<file path="src/rtl/inst_mem_ctrl_pkg.sv">
// ---------------------------------------------------------------------------
// inst_mem_ctrl_pkg
// Shared types and parameters for the instruction-memory boot controller.
//   addr_t        : byte address on the instruction memory port
//   inst_t        : one 32-bit instruction word
//   ldr_state_t   : boot loader FSM states
//   InstStartFrom : byte address of the first instruction word
//   InstSpace     : instruction region size in bytes
//   MaxWords      : number of words that fit in the region
//   len_ok()      : true when a requested load length fits the region
// ---------------------------------------------------------------------------
package inst_mem_ctrl_pkg;

  typedef logic [31:0] addr_t;
  typedef logic [31:0] inst_t;

  // Explicit encodings keep the state values stable for legacy tooling.
  typedef enum logic [2:0] {
    IDLE  = 3'd0,
    RECV  = 3'd1,
    WRITE = 3'd2,
    RUN   = 3'd3,
    ERR   = 3'd4
  } ldr_state_t;

  localparam addr_t       InstStartFrom = 32'h0000_0100;
  localparam int unsigned InstSpace     = 64;
  localparam int unsigned MaxWords      = InstSpace >> 2;

  // A zero-length load or one that would run past the region is rejected.
  function automatic logic len_ok(input logic [15:0] len);
    return (len != 16'd0) && (32'(len) <= MaxWords);
  endfunction

endpackage

</file>
<file path="src/rtl/inst_mem_ctrl_byte_packer.sv">
// ---------------------------------------------------------------------------
// inst_mem_ctrl_byte_packer
// Assembles four bytes into a little-endian 32-bit word.
//   clk          : clock
//   rst          : synchronous active-low reset
//   i_clr        : restart assembly at byte 0 and clear the word
//   i_accept     : a byte is accepted this cycle
//   i_data       : byte value
//   o_word       : assembled word register
//   o_word_done  : the byte accepted this cycle completes the word
// ---------------------------------------------------------------------------
module inst_mem_ctrl_byte_packer
  import inst_mem_ctrl_pkg::*;
(
  input  logic       clk,
  input  logic       rst,
  input  logic       i_clr,
  input  logic       i_accept,
  input  logic [7:0] i_data,
  output inst_t      o_word,
  output logic       o_word_done
);

  logic [1:0] r_idx;
  inst_t      r_word;
  logic [3:0] w_lane_we;

  // One write enable per byte lane, selected by the running byte index.
  for (genvar gi = 0; gi < 4; gi++) begin : g_lane
    assign w_lane_we[gi] = i_accept & (r_idx == 2'(gi));
  end

  always_ff @(posedge clk) begin
    if (!rst) begin
      r_idx  <= 2'd0;
      r_word <= '0;
    end else if (i_clr) begin
      r_idx  <= 2'd0;
      r_word <= '0;
    end else begin
      if (i_accept) begin
        r_idx <= r_idx + 2'd1;
      end
      for (int li = 0; li < 4; li++) begin
        if (w_lane_we[li]) begin
          r_word[8*li +: 8] <= i_data;
        end
      end
    end
  end

  assign o_word      = r_word;
  assign o_word_done = w_lane_we[3];

endmodule

</file>
<file path="src/rtl/inst_mem_ctrl.sv">
// ---------------------------------------------------------------------------
// inst_mem_ctrl
// Boot-time loader and port arbiter for the instruction memory. Receives a
// byte stream, packs little-endian words, writes them from InstStartFrom
// upward, then releases the core and hands the memory port to fetch.
//   clk, rst              : clock, synchronous active-low reset
//   boot_req, load_len    : start a load of load_len words
//   byte_valid/data/ready : programming byte handshake
//   fetch_req, fetch_addr : core instruction fetch
//   mem_cs/we/addr/wdata  : instruction memory single port
//   core_stall            : core must hold its PC
//   busy, done, err       : session in progress / completion pulse / reject
// ---------------------------------------------------------------------------
module inst_mem_ctrl
  import inst_mem_ctrl_pkg::*;
(
  input  logic        clk,
  input  logic        rst,
  input  logic        boot_req,
  input  logic [15:0] load_len,
  input  logic        byte_valid,
  input  logic [7:0]  byte_data,
  output logic        byte_ready,
  input  logic        fetch_req,
  input  addr_t       fetch_addr,
  output logic        mem_cs,
  output logic        mem_we,
  output addr_t       mem_addr,
  output inst_t       mem_wdata,
  output logic        core_stall,
  output logic        busy,
  output logic        done,
  output logic        err
);

  ldr_state_t  r_state;
  ldr_state_t  w_state_next;
  logic [15:0] r_len;
  logic [15:0] r_word_cnt;
  logic        r_done;

  logic        w_len_ok;
  logic        w_boot_idle;
  logic        w_start;
  logic        w_accept;
  logic        w_word_done;
  inst_t       w_word;
  logic [15:0] w_cnt_inc;

  assign w_len_ok    = len_ok(load_len);
  // boot_req is only honoured where no session is in flight.
  assign w_boot_idle = (r_state == IDLE) || (r_state == RUN) || (r_state == ERR);
  assign w_start     = w_boot_idle & boot_req & w_len_ok;
  assign w_accept    = byte_valid & (r_state == RECV);
  assign w_cnt_inc   = r_word_cnt + 16'd1;

  inst_mem_ctrl_byte_packer u_packer (
    .clk         (clk),
    .rst         (rst),
    .i_clr       (w_start),
    .i_accept    (w_accept),
    .i_data      (byte_data),
    .o_word      (w_word),
    .o_word_done (w_word_done)
  );

  always_comb begin
    w_state_next = r_state;
    case (r_state)
      IDLE, RUN, ERR: begin
        if (boot_req) begin
          w_state_next = w_len_ok ? RECV : ERR;
        end
      end
      RECV: begin
        if (w_word_done) begin
          w_state_next = WRITE;
        end
      end
      WRITE: begin
        w_state_next = (w_cnt_inc == r_len) ? RUN : RECV;
      end
      default: w_state_next = IDLE;
    endcase
  end

  always_ff @(posedge clk) begin
    if (!rst) begin
      r_state    <= IDLE;
      r_len      <= 16'd0;
      r_word_cnt <= 16'd0;
      r_done     <= 1'b0;
    end else begin
      r_state <= w_state_next;
      if (w_start) begin
        r_len      <= load_len;
        r_word_cnt <= 16'd0;
      end else if (r_state == WRITE) begin
        r_word_cnt <= w_cnt_inc;
      end
      // done is high only on the first RUN cycle following the last write.
      r_done <= (r_state == WRITE) && (w_state_next == RUN);
    end
  end

  // Port ownership and status are decoded from the registered state; the
  // only input-driven outputs are the fetch pass-through signals in RUN.
  always_comb begin
    byte_ready = 1'b0;
    mem_cs     = 1'b0;
    mem_we     = 1'b0;
    mem_addr   = '0;
    mem_wdata  = '0;
    core_stall = 1'b1;
    busy       = 1'b0;
    err        = 1'b0;
    case (r_state)
      RECV: begin
        byte_ready = 1'b1;
        busy       = 1'b1;
      end
      WRITE: begin
        mem_cs    = 1'b1;
        mem_we    = 1'b1;
        mem_addr  = InstStartFrom + 32'({r_word_cnt, 2'b00});
        mem_wdata = w_word;
        busy      = 1'b1;
      end
      RUN: begin
        core_stall = 1'b0;
        mem_cs     = fetch_req;
        mem_addr   = fetch_addr;
      end
      ERR: begin
        err = 1'b1;
      end
      default: ;
    endcase
  end

  assign done = r_done;

endmodule

</file>
<file path="config.mk">
export PLATFORM = sky130hd
export DESIGN_NAME = inst_mem_ctrl
export DESIGN_NICKNAME = d
export VERILOG_FILES = /design/src/rtl/inst_mem_ctrl_pkg.sv /design/src/rtl/inst_mem_ctrl_byte_packer.sv /design/src/rtl/inst_mem_ctrl.sv
export SDC_FILE = /design/constraint.sdc
export NUM_CORES = 1
export LEC_CHECK = 0
export ABC_AREA = 0
export BUFFER_PORTS_ARGS = -buffer_cell sky130_fd_sc_hd__buf_2
export CAP_MARGIN = 20
export CORE_MARGIN = 2
export CORE_UTILIZATION = 50
export CTS_CLUSTER_SIZE = 20
export DETAILED_ROUTE_END_ITERATION = 10
export GPL_ROUTABILITY_DRIVEN = 0
export GPL_TIMING_DRIVEN = 0
export PLACE_DENSITY = 0.81
export SLEW_MARGIN = 20
export SYNTH_ARGS = -nofsm -noshare
export SYNTH_HDL_FRONTEND = slang
export SYNTH_SLANG_ARGS = --single-unit
export TNS_END_PERCENT = 1
</file>
<file path="constraint.sdc">
create_clock -name clk -period 3.95 [get_ports clk]
set_clock_uncertainty 0.05 [all_clocks]
set_input_delay 0.1975 -clock clk [delete_from_list [all_inputs] [get_ports clk]]
set_output_delay 0.1975 -clock clk [all_outputs]
set_load 0.05 [all_outputs]
</file>
=== Word-level counts from Yosys, hierarchy flattened ===
Index checks and enable logic that the tools add are counted.

* Bits in writable memories: 0
* Latch bits: 0
* Flip-flop bits (word level): 70
* Bits in read-only memories: 0
* Memories: 0

* Multipliers: 0
* Bitwise logic cells: 8
* Equality and inequality tests: 9
* Divide/modulo/power cells: 0
* Add/subtract/negate cells: 3
* Shifts and indexed selects: 0
* Multiplexer cells: 13
* Magnitude comparators: 1
* Reduce and logical (&&, ||, !) cells: 10

{| class="wikitable"
|+ Operators with widths
! operator !! number
|-
| $pmux W32 S2 || 1
|-
| $mux W32 || 1
|-
| $add A9 B18 Y19 const A || 1
|-
| $add A16 B1 Y16 const B || 1
|-
| $eq A16 B16 Y1 || 1
|-
| $le A16 B5 Y1 const B || 1
|-
| $reduce_bool A16 Y1 || 1
|-
| $eq A3 B2 Y1 const B || 3
|-
| $mux W3 || 3
|-
| $pmux W3 S3 || 1
|-
| $and A1 B1 Y1 || 7
|-
| $mux W1 || 5
|-
| $eq A2 B2 Y1 const B || 2
|-
| $reduce_or A2 Y1 || 2
|-
| $eq A3 B1 Y1 const B || 1
|-
| $eq A3 B3 Y1 const B || 1
|-
| $logic_not A3 Y1 || 1
|-
| $reduce_or A3 Y1 || 1
|-
| $add A2 B1 Y2 const B || 1
|-
| $eq A2 B1 Y1 const B || 1
|-
| $logic_and A1 B1 Y1 || 2
|-
| $logic_not A2 Y1 || 1
|-
| $logic_or A1 B1 Y1 || 2
|-
| $mux W2 || 1
|-
| 2 further kinds || 2
|}

=== Logic depth before layout (Yosys ltp) ===
* Depth in word-level cells: 7
* Depth in mapped cells: 9
* Depth with buffers taken out: 9

=== Cells and area by module ===
Synthesis repeated with hierarchy kept, for this count alone.

* Cells, all modules: 508
* Area, all modules: 4,201.5 µm²

{| class="wikitable"
|+ By module, submodules not included
! module !! times used !! cells an instance !! area an instance (µm²)
|-
| inst_mem_ctrl || 1 || 347 || 2,632.5
|-
| inst_mem_ctrl_byte_packer || 1 || 161 || 1,569.0
|}

=== Least setup slack after synthesis ===
Ideal clock, no wire load.

* Path kind: flip-flop to flip-flop
* Start point: register r_state[0]
* End point: register u_packer.r_word[10], in the netlist u_packer.o_word[10]
* Slack: 1.294 ns
* Cell stages (with the launch flop): 7
* Path buffers: 2
* Data arrival time: 2.536 ns
* Library setup time: 0.070 ns
* Cell sequence: dfxtp_1 nor3b_1 and2_1 buf_2 clkbuf_1 nand3_1 a21oi_1

* Longest elaborated chain between the ends: 6
* Elaborated cells on any way between the ends: 11
* Classes of those cells: eq/ne (3); bitwise (4); reduce/logical (4)

{| class="wikitable"
|+ Ends and longest elaborated chain
! item !! line !! text
|-
| start: declaration || inst_mem_ctrl.sv:36 || <nowiki>ldr_state_t r_state;</nowiki>
|-
| start signal: assignment || inst_mem_ctrl.sv:94 || <nowiki>r_state <= w_state_next;</nowiki>
|-
| $eq A3 B2 Y1 / $logic_not A3 Y1 (equally long branches) || inst_mem_ctrl.sv:52 || <nowiki>assign w_boot_idle = (r_state == IDLE) || (r_state == RUN) || (r_state == ERR);</nowiki>
|-
| $logic_or A1 B1 Y1 (2 in series) || inst_mem_ctrl.sv:52 ||
|-
| $and A1 B1 Y1 (2 in series) || inst_mem_ctrl.sv:53 || <nowiki>assign w_start = w_boot_idle & boot_req & w_len_ok;</nowiki>
|-
| $reduce_or A2 Y1 (no source line) || n/a ||
|-
| end signal: indexed assignment || inst_mem_ctrl_byte_packer.sv:46 || <nowiki>r_word[8*li +: 8] <= i_data;</nowiki>
|-
| end: declaration || inst_mem_ctrl_byte_packer.sv:25 || <nowiki>inst_t r_word;</nowiki>
|}

Several ways; a longest one is shown, not always the timed one.
A chain may end at the register's enable or synchronous reset.

=== Final worst setup path ===
* Start point: register r_state[2]
* End point: output mem_wdata[31]

* Longest elaborated chain between the ends: 2

{| class="wikitable"
|+ Ends and longest elaborated chain
! item !! line !! text
|-
| $eq A3 B2 Y1 || inst_mem_ctrl.sv:117 || <nowiki>case (r_state)</nowiki>
|-
| $mux W32 || inst_mem_ctrl.sv:117 ||
|-
| end: declaration || inst_mem_ctrl.sv:29 || <nowiki>output inst_t mem_wdata,</nowiki>
|}

No other way between the ends.

==> summary.txt <==
Critical path
  – Cell Chain, Critical Path: and2b_4 -> nand2b_4 -> clkinv_2 -> clkbuf_1 -> clkbuf_1 -> and2_1 -> buf_2
  – Critical Path Slowest Stage Cell: clkbuf_1
  – Worst-path fanout max: 10
  – CP Class: flop to primary output
  – Startpoint Class: flop
  – Crit path DAT: about 2.6 ns
  – Critical path's top delay family: buffers and inverters
  – Most common cell on crit path: clkbuf_1
  – Max incr delay on CP: approximately 0.52 ns
  – Critical path required time: 3.70 ns
  – CP Buf/Inv Count: 4
  – Critical path capture point type: primary output

GRT
  – Gr usage total: 0.2583
  – Number of global-route vias before repair: 3772
  – Total global routing overflow: 0
  – Initial antenna violation count: 0
  – Largest net degree at the start of global routing: 14
  – First-pass GRT wire length: 17520 µm

Layout
  – Fillcell total: approximately 640
  – Post-route core utilization: 0.6595
  – Register area: roughly 0.0014 mm²
  – Area delta synth->final: 25.99%
  – Share of cells above drive strength 1: 0.2676
  – Area occupied by multi-input gates: 0.002236 mm²
  – Nets: 701
  – ANT cells: 0

Timing
  – Fmax achieved: 346.0 MHz
  – Measured slew at the worst slew-check pin: a little under 0.6 ns
  – Final Hold Fails: 0
  – Setup slack after layout: around 1.1 ns
  – Sum Neg Setup Slack: 0 ns
  – Max Slew Vio Count: 0
  – Clock period minus final worst setup slack: approximately 2.9 ns
  – Unrepaired setup endpoints after global routing: false
  – Final period util: 0.7317
  – Worst slew margin: 0.6071
  – Final setup viols: 0

Power and ir drop
  – Clock network power share: 0.459
  – Seq pwr share: 0.500
  – Worst vdd ir: between 200 and 250 µV
  – Power per cell area: 292.5 mW/mm²
  – P_leak: 0.002189 µW
  – Internal power: 1090 µW
  – Sw Share: 0.2296
  – Comb power frac: 0.041
  – P_sw: 324.7 µW

Clock tree
  – # H-tree levels: 3
  – Total clock buffers created by CTS: 9
  – Setup Buffers After CTS: 0
  – CTS-repair resized insts: 0
  – Clock Sink Count: 70
  – Worst-path clk slew: 0.08 ns
  – CTS Hold Bufs: 0
  – Clock Tree Root: clkbuf_8
  – Clock buffer depth: 2
  – CTS tree: built
  – Clock latency on the worst-skew pair: 0.36 ns

Die
  – Die Ht: 91.61 µm
  – Initial Utilization: 0.5235
  – Boundary Pins: 132
  – Area of the core: 0.007331 mm²
  – Die area: 0.008391 mm²
  – Rows: 31
  – Die W: 91.61 µm

Drt
  – DR WL met2: 4991 µm
  – DRT antenna net count: 0
  – Met3 routed WL: 896 µm
  – Drt via density: about 5.4
  – DR top layer: met4
  – Met1 wire length: 4568 µm
  – Drt total wl: around 11000 µm
  – Drt drc: 0
  – Initial DRC count: 220
  – Drt wl/cell: ~15 µm
  – Router iterations before antenna repair: 4
  – Vias: 3994

Logic synthesis
  – Mapped Nets: 560
  – Number of flops mapped to enable cells by yosys: 0
  – Synthesized area: 0.003837 mm²
  – Async S/R FF share, synth: 0
  – Prevailing post-synth register cell: dfxtp_1
  – Syn Inst Count: 493
  – Synth unique cells: between 40 and 50
  – Synth warn: 0
  – Seq/Total Area, Yosys: 0.3652
  – Post-Syn Area per Cell: 7.784 µm²
  – Register bit total from synthesis: 70

Place
  – Dpl ws: 1.469 ns
  – DP HPWL: 8032 µm
  – Port buffer count: 130

Min path
  – Worst min path class: primary input to flop

Job
  – Max_cap viols: 0

Outcome
  – Status: completed
==> layout by cell type (no fill, tap or decap), drive strengths merged, types with 9 or more instances in the layout <==
cell	instances
a21oi	42
nand3	45
and3	26
o21ai	16
buf	149
nor2	31
and2	35
nand4	9
xor2	18
xnor2	27
nand2	63
inv	9
clkbuf	28
dfxtp	70
==> cell usage after synthesis (2+ instances only) <==
master    number  area share
a21oi_1       42       0.055
a22o_1         6       0.014
and2_1        35       0.057
and3_1        26       0.042
and4_1         3      0.0068
buf_1          4      0.0039
buf_2         15       0.020
clkbuf_1      19       0.019
dfxtp_1       70        0.37
ha_1           6       0.020
inv_1          9      0.0088
mux2i_1        5       0.013
nand2_1       62       0.061
nand3_1       45       0.059
nand3b_1       2      0.0039
nand4_1        9       0.015
nor2_1        31       0.030
nor2b_1        6      0.0098
nor3_1         2      0.0026
nor3b_1        2      0.0039
nor4_1         6      0.0098
o211ai_1       2      0.0039
o21ai_0       16       0.021
o31ai_1        3      0.0059
or3_1          2      0.0033
xnor2_1       27       0.062
xor2_1        18       0.041
==> layer usage <==
layer,vias to the layer above,track usage
li1,1966,-
met3,24,0.05560
met1,1806,0.3263
met4,0,0.1149
met2,198,0.4216
met5,-,0
==> registers in the layout, summed over array words and instances (netlist names) <==
| signal | cells |
|---|---|
| r_state | 3 |
| u_packer.r_idx | 2 |
| u_packer.o_word | 32 |
| r_len | 16 |
| done | 1 |
| r_word_cnt | 16 |
==> path summary, 6_finish.rpt <==
path / cells after the start / slack (ns) / endpoint / from
worst max-delay path: 7 / 1.06 / mem_wdata[31] / r_state[2]
worst min-delay path: 3 / 0.08 / u_packer.o_word[23] / byte_data[7]
worst max register to register: 9 / 1.42 / done / r_word_cnt[0]
worst min register to register: 2 / 0.40 / u_packer.o_word[8] / u_packer.o_word[8]
==> power groups by stage <==
stage | clock network (µW) | registers (µW) | logic [µW]
2_1_floorplan | 0 | 723 | 16.8
3_3_place_gp | 0 | 723 | 56.6
3_5_place_dp | 0 | 723 | 57.3
4_1_cts | 656 | 707 | 57.6
5_1_grt | 685 | 707 | 62.8
6_report | 650 | 707 | 58.0
==> area by class of cell <==
cell class,count,share of cell area
inverter,10,0.008023
buffer,38,0.03339
clock buffer,9,0.02562
timing repair buffer,130,0.1346
clock inverter,7,0.02045
multi-input combinational,375,0.4625
sequential,70,0.2899
tap,99,0.02562
==> logic make-up after synthesis <==
logic type,Yosys count,synth area share
simple gates,240,0.3248
compound gates,79,0.1226
flops,70,0.3652
buf+inv,48,0.05217
xor+xnor,45,0.1027
fa+ha+maj,6,0.01956
mux,5,0.01304
==> per-stage QoR <==
step / hold slack [ns] / instances / power [µW] / instance area [µm²]
after global placement: 0.3880 / 722 / 779.6 / 4612
after global routing: 0.08482 / 738 / 1455 / 4835
final: 0.07754 / 738 / 1414 / 4835
after floorplan: 0.2950 / 493 / 739.7 / 3837
after CTS: 0.06522 / 738 / 1420 / 4835
after detailed placement: 0.3952 / 722 / 780.6 / 4612
==> worst min-delay path, cell delays in order <==
cell	delay [ns]
buf_2	0.13
nand3_1	0.06
a21oi_1	0.05
Note: power is estimated with default switching activity, not from simulation.
